$ cat config.mk
export PLATFORM = sky130hd
export DESIGN_NAME = imem_loader_flat
export DESIGN_NICKNAME = d
export VERILOG_FILES = /design/src/rtl/imem_loader_if.sv /design/src/rtl/imem_loader.sv /design/src/flat_wrapper.sv
export SDC_FILE = /design/constraint.sdc
export NUM_CORES = 1
export LEC_CHECK = 0
export BUFFER_PORTS_ARGS = -buffer_cell sky130_fd_sc_hd__buf_2
export CORE_UTILIZATION = 26
export CTS_BUF_LIST = sky130_fd_sc_hd__clkbuf_4
export CTS_CLUSTER_DIAMETER = 150
export DETAILED_ROUTE_END_ITERATION = 8
export PLACE_DENSITY = 0.4
export SYNTH_ARGS = -nofsm -noshare
export SYNTH_HDL_FRONTEND = slang
export SYNTH_SLANG_ARGS = --single-unit
$ cat constraint.sdc
create_clock -name clk -period 8.4 [get_ports clk]
set_input_delay 0.84 -clock clk [delete_from_list [all_inputs] [get_ports clk]]
set_output_delay 0.84 -clock clk [all_outputs]
set_load 0.02 [all_outputs]
$ cat src/rtl/imem_loader_if.sv
// Host byte stream, instruction memory write port and core/status lines of the program loader.
interface imem_loader_if;
  logic        start;
  logic        in_valid;
  logic [7:0]  in_data;
  logic        in_ready;
  logic        imem_we;
  logic [31:0] imem_addr;
  logic [31:0] imem_wdata;
  logic        cpu_hold;
  logic        busy;
  logic        done;
  logic        err;

  // master = loader side, slave = host / memory / core side
  modport master (
    input  start, in_valid, in_data,
    output in_ready, imem_we, imem_addr, imem_wdata, cpu_hold, busy, done, err
  );

  modport slave (
    output start, in_valid, in_data,
    input  in_ready, imem_we, imem_addr, imem_wdata, cpu_hold, busy, done, err
  );
endinterface

$ cat src/rtl/imem_loader.sv
// Packs a length-prefixed host byte stream into big-endian words and writes them to imem.
// Latency: 4th byte of a word accepted at edge k, imem_we high in cycle k+1; 5 cycles/word sustained.
// Backpressure: in_ready low outside LEN_HI/LEN_LO/DATA, so the host holds its byte through WRITE.
module imem_loader #(
  parameter int ADDR_WIDTH = 8
) (
  input  logic          clk,
  input  logic          rst,
  imem_loader_if.master bus
);

  typedef enum logic [2:0] {
    S_IDLE   = 3'd0,
    S_LEN_HI = 3'd1,
    S_LEN_LO = 3'd2,
    S_DATA   = 3'd3,
    S_WRITE  = 3'd4,
    S_DONE   = 3'd5,
    S_ERR    = 3'd6
  } state_t;

  // Largest legal word count; 17 bits so 2**16 still fits.
  localparam logic [16:0] MAX_LEN = 17'(1) << ADDR_WIDTH;

  state_t      state;
  state_t      next_state;
  logic [15:0] len;
  logic [15:0] word_cnt;
  logic [1:0]  byte_cnt;
  logic [31:0] word;
  logic        xfer;
  logic [15:0] len_full;
  logic        last_word;

  assign xfer      = bus.in_valid & bus.in_ready;
  assign len_full  = {len[15:8], bus.in_data};
  assign last_word = (word_cnt == len - 16'd1);

  always_ff @(posedge clk or posedge rst) begin
    if (rst) begin
      state <= S_IDLE;
    end else begin
      state <= next_state;
    end
  end

  always_comb begin
    next_state = state;
    case (state)
      S_IDLE, S_DONE, S_ERR: begin
        if (bus.start) next_state = S_LEN_HI;
      end
      S_LEN_HI: begin
        if (xfer) next_state = S_LEN_LO;
      end
      S_LEN_LO: begin
        if (xfer) begin
          if (len_full == 16'd0)                next_state = S_DONE;
          else if ({1'b0, len_full} > MAX_LEN)  next_state = S_ERR;
          else                                  next_state = S_DATA;
        end
      end
      S_DATA: begin
        if (xfer && byte_cnt == 2'd3) next_state = S_WRITE;
      end
      S_WRITE: begin
        next_state = last_word ? S_DONE : S_DATA;
      end
      default: next_state = S_IDLE;
    endcase
  end

  always_comb begin
    bus.in_ready = 1'b0;
    bus.busy     = 1'b0;
    bus.imem_we  = 1'b0;
    bus.done     = 1'b0;
    bus.err      = 1'b0;
    bus.cpu_hold = 1'b1;
    case (state)
      S_LEN_HI, S_LEN_LO, S_DATA: begin
        bus.in_ready = 1'b1;
        bus.busy     = 1'b1;
      end
      S_WRITE: begin
        bus.busy    = 1'b1;
        bus.imem_we = 1'b1;
      end
      S_DONE: begin
        bus.done     = 1'b1;
        bus.cpu_hold = 1'b0;
      end
      S_ERR: begin
        bus.err = 1'b1;
      end
      default: ;
    endcase
  end

  // Length, word packing and word/byte counters.
  always_ff @(posedge clk or posedge rst) begin
    if (rst) begin
      len      <= 16'd0;
      word_cnt <= 16'd0;
      byte_cnt <= 2'd0;
      word     <= 32'd0;
    end else begin
      case (state)
        S_LEN_HI: begin
          if (xfer) len[15:8] <= bus.in_data;
        end
        S_LEN_LO: begin
          if (xfer) begin
            len[7:0] <= bus.in_data;
            word_cnt <= 16'd0;
            byte_cnt <= 2'd0;
          end
        end
        S_DATA: begin
          if (xfer) begin
            word     <= {word[23:0], bus.in_data};
            byte_cnt <= byte_cnt + 2'd1;
          end
        end
        S_WRITE: begin
          if (!last_word) begin
            word_cnt <= word_cnt + 16'd1;
            byte_cnt <= 2'd0;
          end
        end
        default: ;
      endcase
    end
  end

  // word_cnt only advances after the WRITE cycle, so the address is stable while imem_we is high.
  assign bus.imem_addr  = {14'd0, word_cnt, 2'b00};
  assign bus.imem_wdata = word;

endmodule

$ cat src/flat_wrapper.sv
// flat-port wrapper written by rule: the top's interface ports become plain ports
module imem_loader_flat 
#(
  parameter int ADDR_WIDTH = 8
)
  (clk, rst, bus_start, bus_in_valid, bus_in_data, bus_in_ready, bus_imem_we, bus_imem_addr, bus_imem_wdata, bus_cpu_hold, bus_busy, bus_done, bus_err);
  imem_loader_if bus_i ();
  input  logic clk;
  input  logic rst;
  input wire logic [$bits(bus_i.start)-1:0] bus_start;
  input wire logic [$bits(bus_i.in_valid)-1:0] bus_in_valid;
  input wire logic [$bits(bus_i.in_data)-1:0] bus_in_data;
  output wire logic [$bits(bus_i.in_ready)-1:0] bus_in_ready;
  output wire logic [$bits(bus_i.imem_we)-1:0] bus_imem_we;
  output wire logic [$bits(bus_i.imem_addr)-1:0] bus_imem_addr;
  output wire logic [$bits(bus_i.imem_wdata)-1:0] bus_imem_wdata;
  output wire logic [$bits(bus_i.cpu_hold)-1:0] bus_cpu_hold;
  output wire logic [$bits(bus_i.busy)-1:0] bus_busy;
  output wire logic [$bits(bus_i.done)-1:0] bus_done;
  output wire logic [$bits(bus_i.err)-1:0] bus_err;
  assign bus_i.start = bus_start;
  assign bus_i.in_valid = bus_in_valid;
  assign bus_i.in_data = bus_in_data;
  assign bus_in_ready = bus_i.in_ready;
  assign bus_imem_we = bus_i.imem_we;
  assign bus_imem_addr = bus_i.imem_addr;
  assign bus_imem_wdata = bus_i.imem_wdata;
  assign bus_cpu_hold = bus_i.cpu_hold;
  assign bus_busy = bus_i.busy;
  assign bus_done = bus_i.done;
  assign bus_err = bus_i.err;
  imem_loader #(.ADDR_WIDTH(ADDR_WIDTH)) u_core (.clk(clk), .rst(rst), .bus(bus_i));
endmodule
# After elaboration in Yosys (flattened, before gate mapping)
# Cells that the tools add are included.
[classes]
add_sub_neg = 3
order_cmp = 1
eq_ne = 14
mux = 21
bitwise = 1
n_reduce_logical = 14
[op_table]
columns = ["operator", "count"]
rows = [
  ["16-bit 2-to-1 mux", 2],
  ["16-bit case mux with 2 select lines", 1],
  ["3-bit 2-to-1 mux", 7],
  ["16-bit by 1-bit adder with 16-bit output (second input constant)", 1],
  ["16-bit == test", 1],
  ["16-bit by 9-bit > comparator with 1-bit output (second input constant)", 1],
  ["16-bit zero test", 1],
  ["16-bit by 1-bit subtractor with 16-bit output (second input constant)", 1],
  ["3-bit case mux with 5 select lines", 1],
  ["3-bit == test (second input constant)", 3],
  ["2-bit by 1-bit inequality test with 1-bit output (second input constant)", 4],
  ["4-bit AND reduction", 2],
  ["3-bit by 2-bit == test with 1-bit output (second input constant)", 2],
  ["1-bit 2-to-1 mux", 6],
  ["2-bit 2-to-1 mux", 3],
  ["2-bit case mux with 3 select lines", 1],
  ["2-bit AND reduction", 3],
  ["3-bit OR reduction", 2],
  ["2-bit inequality test (second input constant)", 2],
  ["4-bit OR reduction", 1],
  ["3-bit by 1-bit == test with 1-bit output (second input constant)", 1],
  ["3-bit zero test", 1],
  ["3-bit AND reduction", 1],
  ["3-bit nonzero test", 1],
  ["5 further kinds", 5],
]
[totals]
regBits = 69
inputBits = 12
output_inout_bits = 70
elab_cells = 60

# Logic depth before layout (Yosys ltp)
# Gate-level depths: netlist of the first run.
[logic_depth]
depth_word = 7
depth_mapped = 13

# Worst setup path before layout of the first run
# OpenSTA, ideal clock, no wires.
[synth_timing]
kind = "register to register"
start = "register u_core.len[0]"
end = "register u_core.state[1]"
arrival_time_ps = 2620
t_required_ps = 8274
slack_ps = 5654
path_stages_with_launch = 12
period_less_slack_ps = 2746
path_cell_list = "dfrtp_1 > inv_1 > ha_1 > buf_2 > nor4b_2 > nand2_1 > xnor2_1 > a2111oi_1 > nand3_1 > a2111oi_4 > nor2_2 > a221o_1"
[synth_between]
elab_chain_len = 4
[synth_rtl]
columns = ["item", "line_no", "text"]
rows = [
  ["from (decl)", "imem_loader.sv:27", "logic [15:0] len;"],
  ["from (signal assigned)", "imem_loader.sv:114", "len[7:0] <= bus.in_data;"],
  ["16-bit by 1-bit subtractor with 16-bit output", "imem_loader.sv:37", "assign last_word = (word_cnt == len - 16'd1);"],
  ["16-bit == test", "imem_loader.sv:37", ""],
  ["3-bit 2-to-1 mux", "imem_loader.sv:67", "next_state = last_word ? S_DONE : S_DATA;"],
  ["3-bit case mux with 5 select lines", "imem_loader.sv:49", "case (state)"],
  ["to (signal assigned)", "imem_loader.sv:43", "state <= next_state;"],
  ["to (decl)", "imem_loader.sv:25", "state_t state;"],
]
# No other way between the ends.
# A chain may end at the register's enable or synchronous reset.

# Worst setup path after layout of the first run
[layout_timing]
start = "register u_core.len[0]"
end = "register u_core.word_cnt[13]"
[layout_between]
elab_chain_len = 4
[layout_rtl]
columns = ["item", "line_no", "text"]
rows = [
  ["16-bit by 1-bit subtractor with 16-bit output", "imem_loader.sv:37", ""],
  ["16-bit == test", "imem_loader.sv:37", ""],
  ["2-bit inequality test (no source line)", "n/a", ""],
  ["3-bit AND reduction (no source line)", "n/a", ""],
  ["to (signal assigned)", "imem_loader.sv:127", "word_cnt <= word_cnt + 16'd1;"],
  ["to (decl)", "imem_loader.sv:28", "logic [15:0] word_cnt;"],
]
# No other way between the ends.

==> impl_metrics.yaml, run 1 <==
global_route:
  grtUsageTotal: 0.1343
  grt_pass1_vias: 3009
  antenna_found_initial: 1
  grt_pass1_wl_mm: 16.42
  grt-ovfl-total: 0
  grt_max_degree: 70
clock_tree:
  clkTransAtPathRegs_ns: 0.13
  cts_buffers: 9
  cts_tree: "built"
  cts-hold-fix-buffers: 0
  post-cts-setup-buffers: 0
  cts_max_path_buffers: 2
  cts_htree_levels: 3
  cts-root-buf: "clkbuf_4"
  clock_latency_ns: 0.46
  cts_resized: 0
  cts_sinks: 69
floorplanning:
  dieWidth_microns: 124.3
  core_sq_um: 14590
  io_pins: 82
  dieArea_sq_um: 15460
  rows: 44
  die_h_microns: 124.3
  start_util: 0.2667
timing:
  tns_ns: 0
  fin_worst_skew_ns: 0.01685
  rsz0062_at_grt: "false"
  fmax_ghz: 0.2804
  setup_slack_ns: 4.833
  slew_headroom: 0.2331
  finalSetupViolations: 0
  worst_pin_slew_ns: 1.142
  finalHoldViolations: 0
  drv_slew: 0
  period_share: 0.4246
  fin_crit_ns: 3.567
placement:
  io_buffers: 65
  place_area_sq_um: 4304
  place_congestion: 0.7463
  hpwl_mm: 6.888
  place_ws_ns: 4.842
routing:
  ant_nets: 0
  via_per_inst: 4.771
  dr.pass1.iters: 4
  drc_errors: 0
  dr_total_vias: 3006
  dr.first_iter.drc_count: 146
  avgRoutedWirePerCell_microns: 15.45
  drt_wl_total_mm: 9.731
yosys:
  ys_ff_latch: 69
  synth_warnings: 0
  yosys.cell_types.count: 57
  synth_flop_cell: "dfrtp_1"
  ys_seq_area_frac: 0.4437
  synth_edf_count: 0
  syn_area_sq_um: 3891
  synthArstFlopShare: 1.000
  synth.avg_cell_area_sq_um: 10.21
  syn_inst: 381
finish:
  final_cell_mix: "dfrtp_1, buf_2, nand2_1, mux2_2, conb_1"
  register_area_sq_um: 1727
  syn_to_final_growth_pct: 13.89
  fin_area_sq_um: 4432
  final_common_cell: "dfrtp_1"
  multi_input_area_sq_um: 1951
  layout-drive-gt1-share: 0.3258
  fillers: 1545
  nets: 455
flow_run:
  drv_cap: 0
power:
  max-vdd-ir-drop_v: 0.00008752
  power.density_nw_per_um2: 377.3
  leakagePower_uw: 0.001954
  total_power_uw: 1672
worst_setup_path:
  critPathBufInv: 1
  worstPathMaxFanout: 21
  path_class: "reg -> reg"
  cp_data_required_time_ns: 8.75
  cp.arrival_ns: 3.92
  cp_cell_sequence: "inv_1 -> ha_1 -> nor4b_2 -> nand2_1 -> xnor2_1 -> a2111oi_1 -> nand4_1 -> o21ai_2 -> o311ai_1 -> o41ai_1"
  critical-path-top-delay-family: "compound AO/OA/AOI/OAI gates"
  critPathCaptureType: "flip-flop"
  max_stage_delay_ns: 0.81
  slowest_stage: "o21ai_2"
  cp-start-kind: "flip-flop"
status:
  status: "complete, no violations"
min_path:
  min_path_type: "reg -> reg"
layer usage:
| layer | up-vias | GRT usage | share of wire |
|---|---|---|---|
| li1 | 1466 | - | - |
| met1 | 1487 | 0.1722 | 0.47 |
| met2 | 45 | 0.2187 | 0.50 |
| met3 | 8 | 0.02706 | 0.023 |
| met4 | 0 | 0.05741 | 0.013 |
| met5 | - | 0 | 0 |
power breakdown:
group          internal (uW)  switching (uW)  leakage [uW]
sequential               475             186      0.000868
clock                   65.3             144     0.0000669
combinational            349             453       0.00102
state kept, by name (all words and copies together) (netlist names):
register	count
u_core.bus.imem_wdata	32
u_core.len	16
u_core.word_cnt	16
u_core.state	3
u_core.byte_cnt	2
cell type report:
class / count / share of cell area
Multi-Input combinational cell: 279 / 0.4401
Sequential cell: 69 / 0.3896
Timing Repair Buffer: 68 / 0.07849
Tap cell: 184 / 0.05195
Clock buffer: 9 / 0.01525
Clock inverter: 7 / 0.01299
Inverter: 13 / 0.01101
Antenna cell: 1 / 0.0005647
path summary, 6_finish.rpt:
kind,endpoint,slack (ns),cells after the start,start
min in group asynchronous,u_core.bus.imem_wdata[29],0.62,3,rst
setup / recovery,u_core.word_cnt[13],4.83,10,u_core.len[0]
max in group asynchronous,u_core.bus.imem_wdata[0],7.16,3,rst
hold reg to reg,u_core.byte_cnt[0],0.51,1,u_core.byte_cnt[0]
hold / removal,u_core.byte_cnt[0],0.51,1,u_core.byte_cnt[0]
setup reg to reg,u_core.word_cnt[13],4.83,10,u_core.len[0]
worst register-to-register path, cell delays in order (launching register included):
cell	delay (ns)
dfrtp_1	0.46
inv_1	0.10
ha_1	0.32
nor4b_2	0.40
nand2_1	0.12
xnor2_1	0.15
a2111oi_1	0.47
nand4_1	0.33
o21ai_2	0.82
o311ai_1	0.21
o41ai_1	0.10
synth_stat cells, drive strengths merged (3+ instances only):
cell	n	area [sq um]
ha	3	37.54
or3	4	25.02
nand4	4	25.02
nand2	45	171.4
o211ai	6	60.06
a2111oi	3	46.30
xor2	8	70.07
mux2	41	461.7
a21oi	13	65.06
inv	12	45.04
or2	3	18.77
o41ai	4	35.03
o31ai	4	30.03
nor4	8	50.05
o22ai	7	43.79
nor2	16	62.56
buf	28	195.2
nand3	13	65.06
xnor2	14	122.6
a211oi	3	22.52
dfrtp	69	1727
clkbuf	7	26.28
o21ai	13	68.81
o21a	3	22.52
nand2b	7	43.79
or4	7	63.81
mux2i	3	30.03
nor3	12	75.07
logic make-up after synthesis:
| kind of cell | after synthesis | share of synthesized area |
|---|---|---|
| compound gates | 66 | 0.1270 |
| xor+xnor | 22 | 0.04952 |
| fa+ha+maj | 3 | 0.009647 |
| buf+inv | 48 | 0.06945 |
| flops | 69 | 0.4437 |
| mux | 44 | 0.1264 |
| other cells | 1 | 0.0009637 |
| simple gates | 128 | 0.1733 |
through the flow:
stage | cells | hold slack, ns | utilization
finish | 630 | 0.5094 | 0.3038
global route | 630 | 0.5421 | 0.3038
CTS | 629 | 0.5172 | 0.3036
detailed placement | 613 | 0.4905 | 0.2950
global placement | 613 | 0.4830 | 0.2950
floorplan | 396 | 0.4702 | -
Note: power is estimated with default switching activity, not from simulation.
==> run 2: changes to the inputs <==
- ABC_AREA: unset -> 1
- clock period: 8.4 -> 3.55 ns (I/O delays scaled with it)
==> impl_metrics.yaml, run 2 <==
status:
  status: "complete, no violations"
yosys:
  synth_edf_count: 0
  syn_area_sq_um: 4342
  yosys.cell_types.count: 37
  synth_flop_cell: "dfrtp_1"
  synth_top_area_frac: 0.3977
  synthArstFlopShare: 1.000
  ys_top_cells_by_area: "dfrtp_1, nand2_1, inv_1, nor2_1, nand3_1"
  synth_warnings: 0
  syn_inst: 579
  synth_area_leader_cell: "dfrtp_1"
  synth.avg_cell_area_sq_um: 7.499
  yosysMostFrequentCell: "nand2_1"
  ys_seq_area_frac: 0.3977
  ys_top_cells_by_count: "nand2_1, dfrtp_1, inv_1"
  ys_ff_latch: 69
min_path:
  min_path_type: "in -> async"
floorplanning:
  core_sq_um: 16120
  start_util: 0.2694
  die_h_microns: 131.2
  io_pins: 82
  dieWidth_microns: 131.2
  dieArea_sq_um: 17220
  rows: 46
finish:
  largest_reg_flops: 32
  layout-drive-gt1-share: 0.2145
  nets: 658
  syn_to_final_growth_pct: 14.18
  fillers: 1811
  final_cell_mix: "nand2_1, dfrtp_1, inv_1, nor2_1, buf_2"
  final_common_cell: "nand2_1"
  finish.utilization: 0.3076
global_route:
  grt_pass1_vias: 3746
  grt-ovfl-total: 0
  antenna_found_initial: 1
  grtUsageTotal: 0.1438
  grt_max_degree: 57
  grt_pass1_wl_mm: 19.48
timing:
  finalSetupViolations: 0
  tns_ns: 0
  rsz0062_at_grt: "false"
  finalHoldViolations: 0
  drv_slew: 0
  fin_worst_skew_ns: 0.02006
  fmax_ghz: 0.3955
  fin_crit_ns: 2.528
  worst_pin_slew_ns: 1.033
  holdWs_ns: 0.04982
  slew_headroom: 0.3066
  period_share: 0.7122
flow_run:
  drv_cap: 0
power:
  p_comb_frac: 0.510
  internal_power_uw: 1942
  power_frac_seq: 0.351
  max-vdd-ir-drop_v: 0.0002638
  clockPowerShare: 0.139
  total_power_uw: 3866
  leakagePower_uw: 0.002597
  power.share.switching: 0.4976
  p_sw_uw: 1924
  power.density_nw_per_um2: 779.9
worst_setup_path:
  path_class: "reg -> reg"
  critPathBufInv: 1
  cp-start-kind: "flip-flop"
  critical-path-top-delay-family: "simple AND/OR/NAND/NOR gates"
  slowest_stage: "dfrtp_1"
  cp_cell_sequence: "inv_1 -> ha_1 -> nand2_4 -> o21ai_0 -> nand3_1 -> nor2_1 -> nand3_1 -> nor2_2 -> nand3_2 -> nand3_1 -> nand2_1"
  path_common_cell: "nand3_1"
  worstPathMaxFanout: 17
  max_stage_delay_ns: 0.41
  critPathCaptureType: "flip-flop"
  cp_data_required_time_ns: 3.90
  cp.arrival_ns: 2.88
clock_tree:
  cts_tree: "built"
  cts_max_path_buffers: 2
  clkTransAtPathRegs_ns: 0.13
  cts-root-buf: "clkbuf_4"
  cts_sinks: 69
  clock_latency_ns: 0.47
  post-cts-setup-buffers: 0
  cts-hold-fix-buffers: 0
  cts_buffers: 9
  cts_htree_levels: 3
  cts_resized: 0
routing:
  dr.first_iter.drc_count: 236
  ant_nets: 0
  avgRoutedWirePerCell_microns: 13.52
  dr.pass1.iters: 4
  drt_wl_total_mm: 11.69
  drc_errors: 0
  dr_total_vias: 3770
  via_per_inst: 4.358
placement:
  hpwl_mm: 9.190
  io_buffers: 65
  place_congestion: 0.8215
==> run 2: cell families after synthesis <==
family / Yosys count / synth area share
AOI/OAI and AO/OA: 59 / 0.07061
xor gates and xnor gates: 20 / 0.04034
adders and majority gates: 3 / 0.008646
buffers and inverters: 102 / 0.1081
DFF: 69 / 0.3977
muxes: 8 / 0.02075
other: 1 / 0.0008637
and+or+nand+nor: 317 / 0.3530
==> run 2: cell type report <==
| cell class | instances | area (sq um) | share of cell area |
|---|---|---|---|
| antenna | 1 | 2.502 | 0.0005048 |
| clock buffer | 10 | 75.07 | 0.01514 |
| clock inverter | 6 | 63.81 | 0.01287 |
| inverter | 73 | 274.0 | 0.05528 |
| multi-input combinational | 423 | 2205 | 0.4447 |
| sequential | 69 | 1727 | 0.3483 |
| tap | 216 | 270.3 | 0.05452 |
| timing repair buffer | 67 | 340.3 | 0.06865 |
==> run 2: metal layers <==
layer	vias up	routed length (microns)	track usage	share of wire
met5	-	0	0	0
met4	0	252	0.07059	0.022
met3	15	278	0.02199	0.024
met2	63	5531	0.2388	0.47
met1	1764	5630	0.1812	0.48
li1	1928	-	-	-
==> run 2: power groups by stage <==
stage / Combinational [uW] / Clock, uW / Sequential, uW
detailed placement: 1990 / 0 / 1380
global placement: 1970 / 0 / 1370
CTS: 2000 / 565 / 1360
global route: 2240 / 597 / 1400
finish: 1970 / 539 / 1360
floorplan: 1320 / 0 / 1530
==> run 2: worst paths after layout <==
kind                                          from                        end  slack [ns]  cells after the start
worst min register to register  u_core.byte_cnt[1]         u_core.byte_cnt[1]        0.51                      2
worst min-delay path                           rst  u_core.bus.imem_wdata[25]        0.05                      2
max in group asynchronous                      rst              u_core.len[4]        2.72                      3
min in group clk                    bus_in_data[6]              u_core.len[6]        0.11                      3
worst max register to register       u_core.len[0]         u_core.word_cnt[3]        1.02                     11
worst max-delay path                 u_core.len[0]         u_core.word_cnt[3]        1.02                     11
==> run 2: per-stage QoR <==
step / instance area (sq um) / setup WS (ns) / instances
floorplan: 4398 / 1.455 / 594
global placement: 4816 / 1.117 / 848
detailed placement: 4816 / 1.063 / 848
CTS: 4955 / 1.015 / 864
global route: 4957 / 0.6551 / 865
finish: 4957 / 1.022 / 865
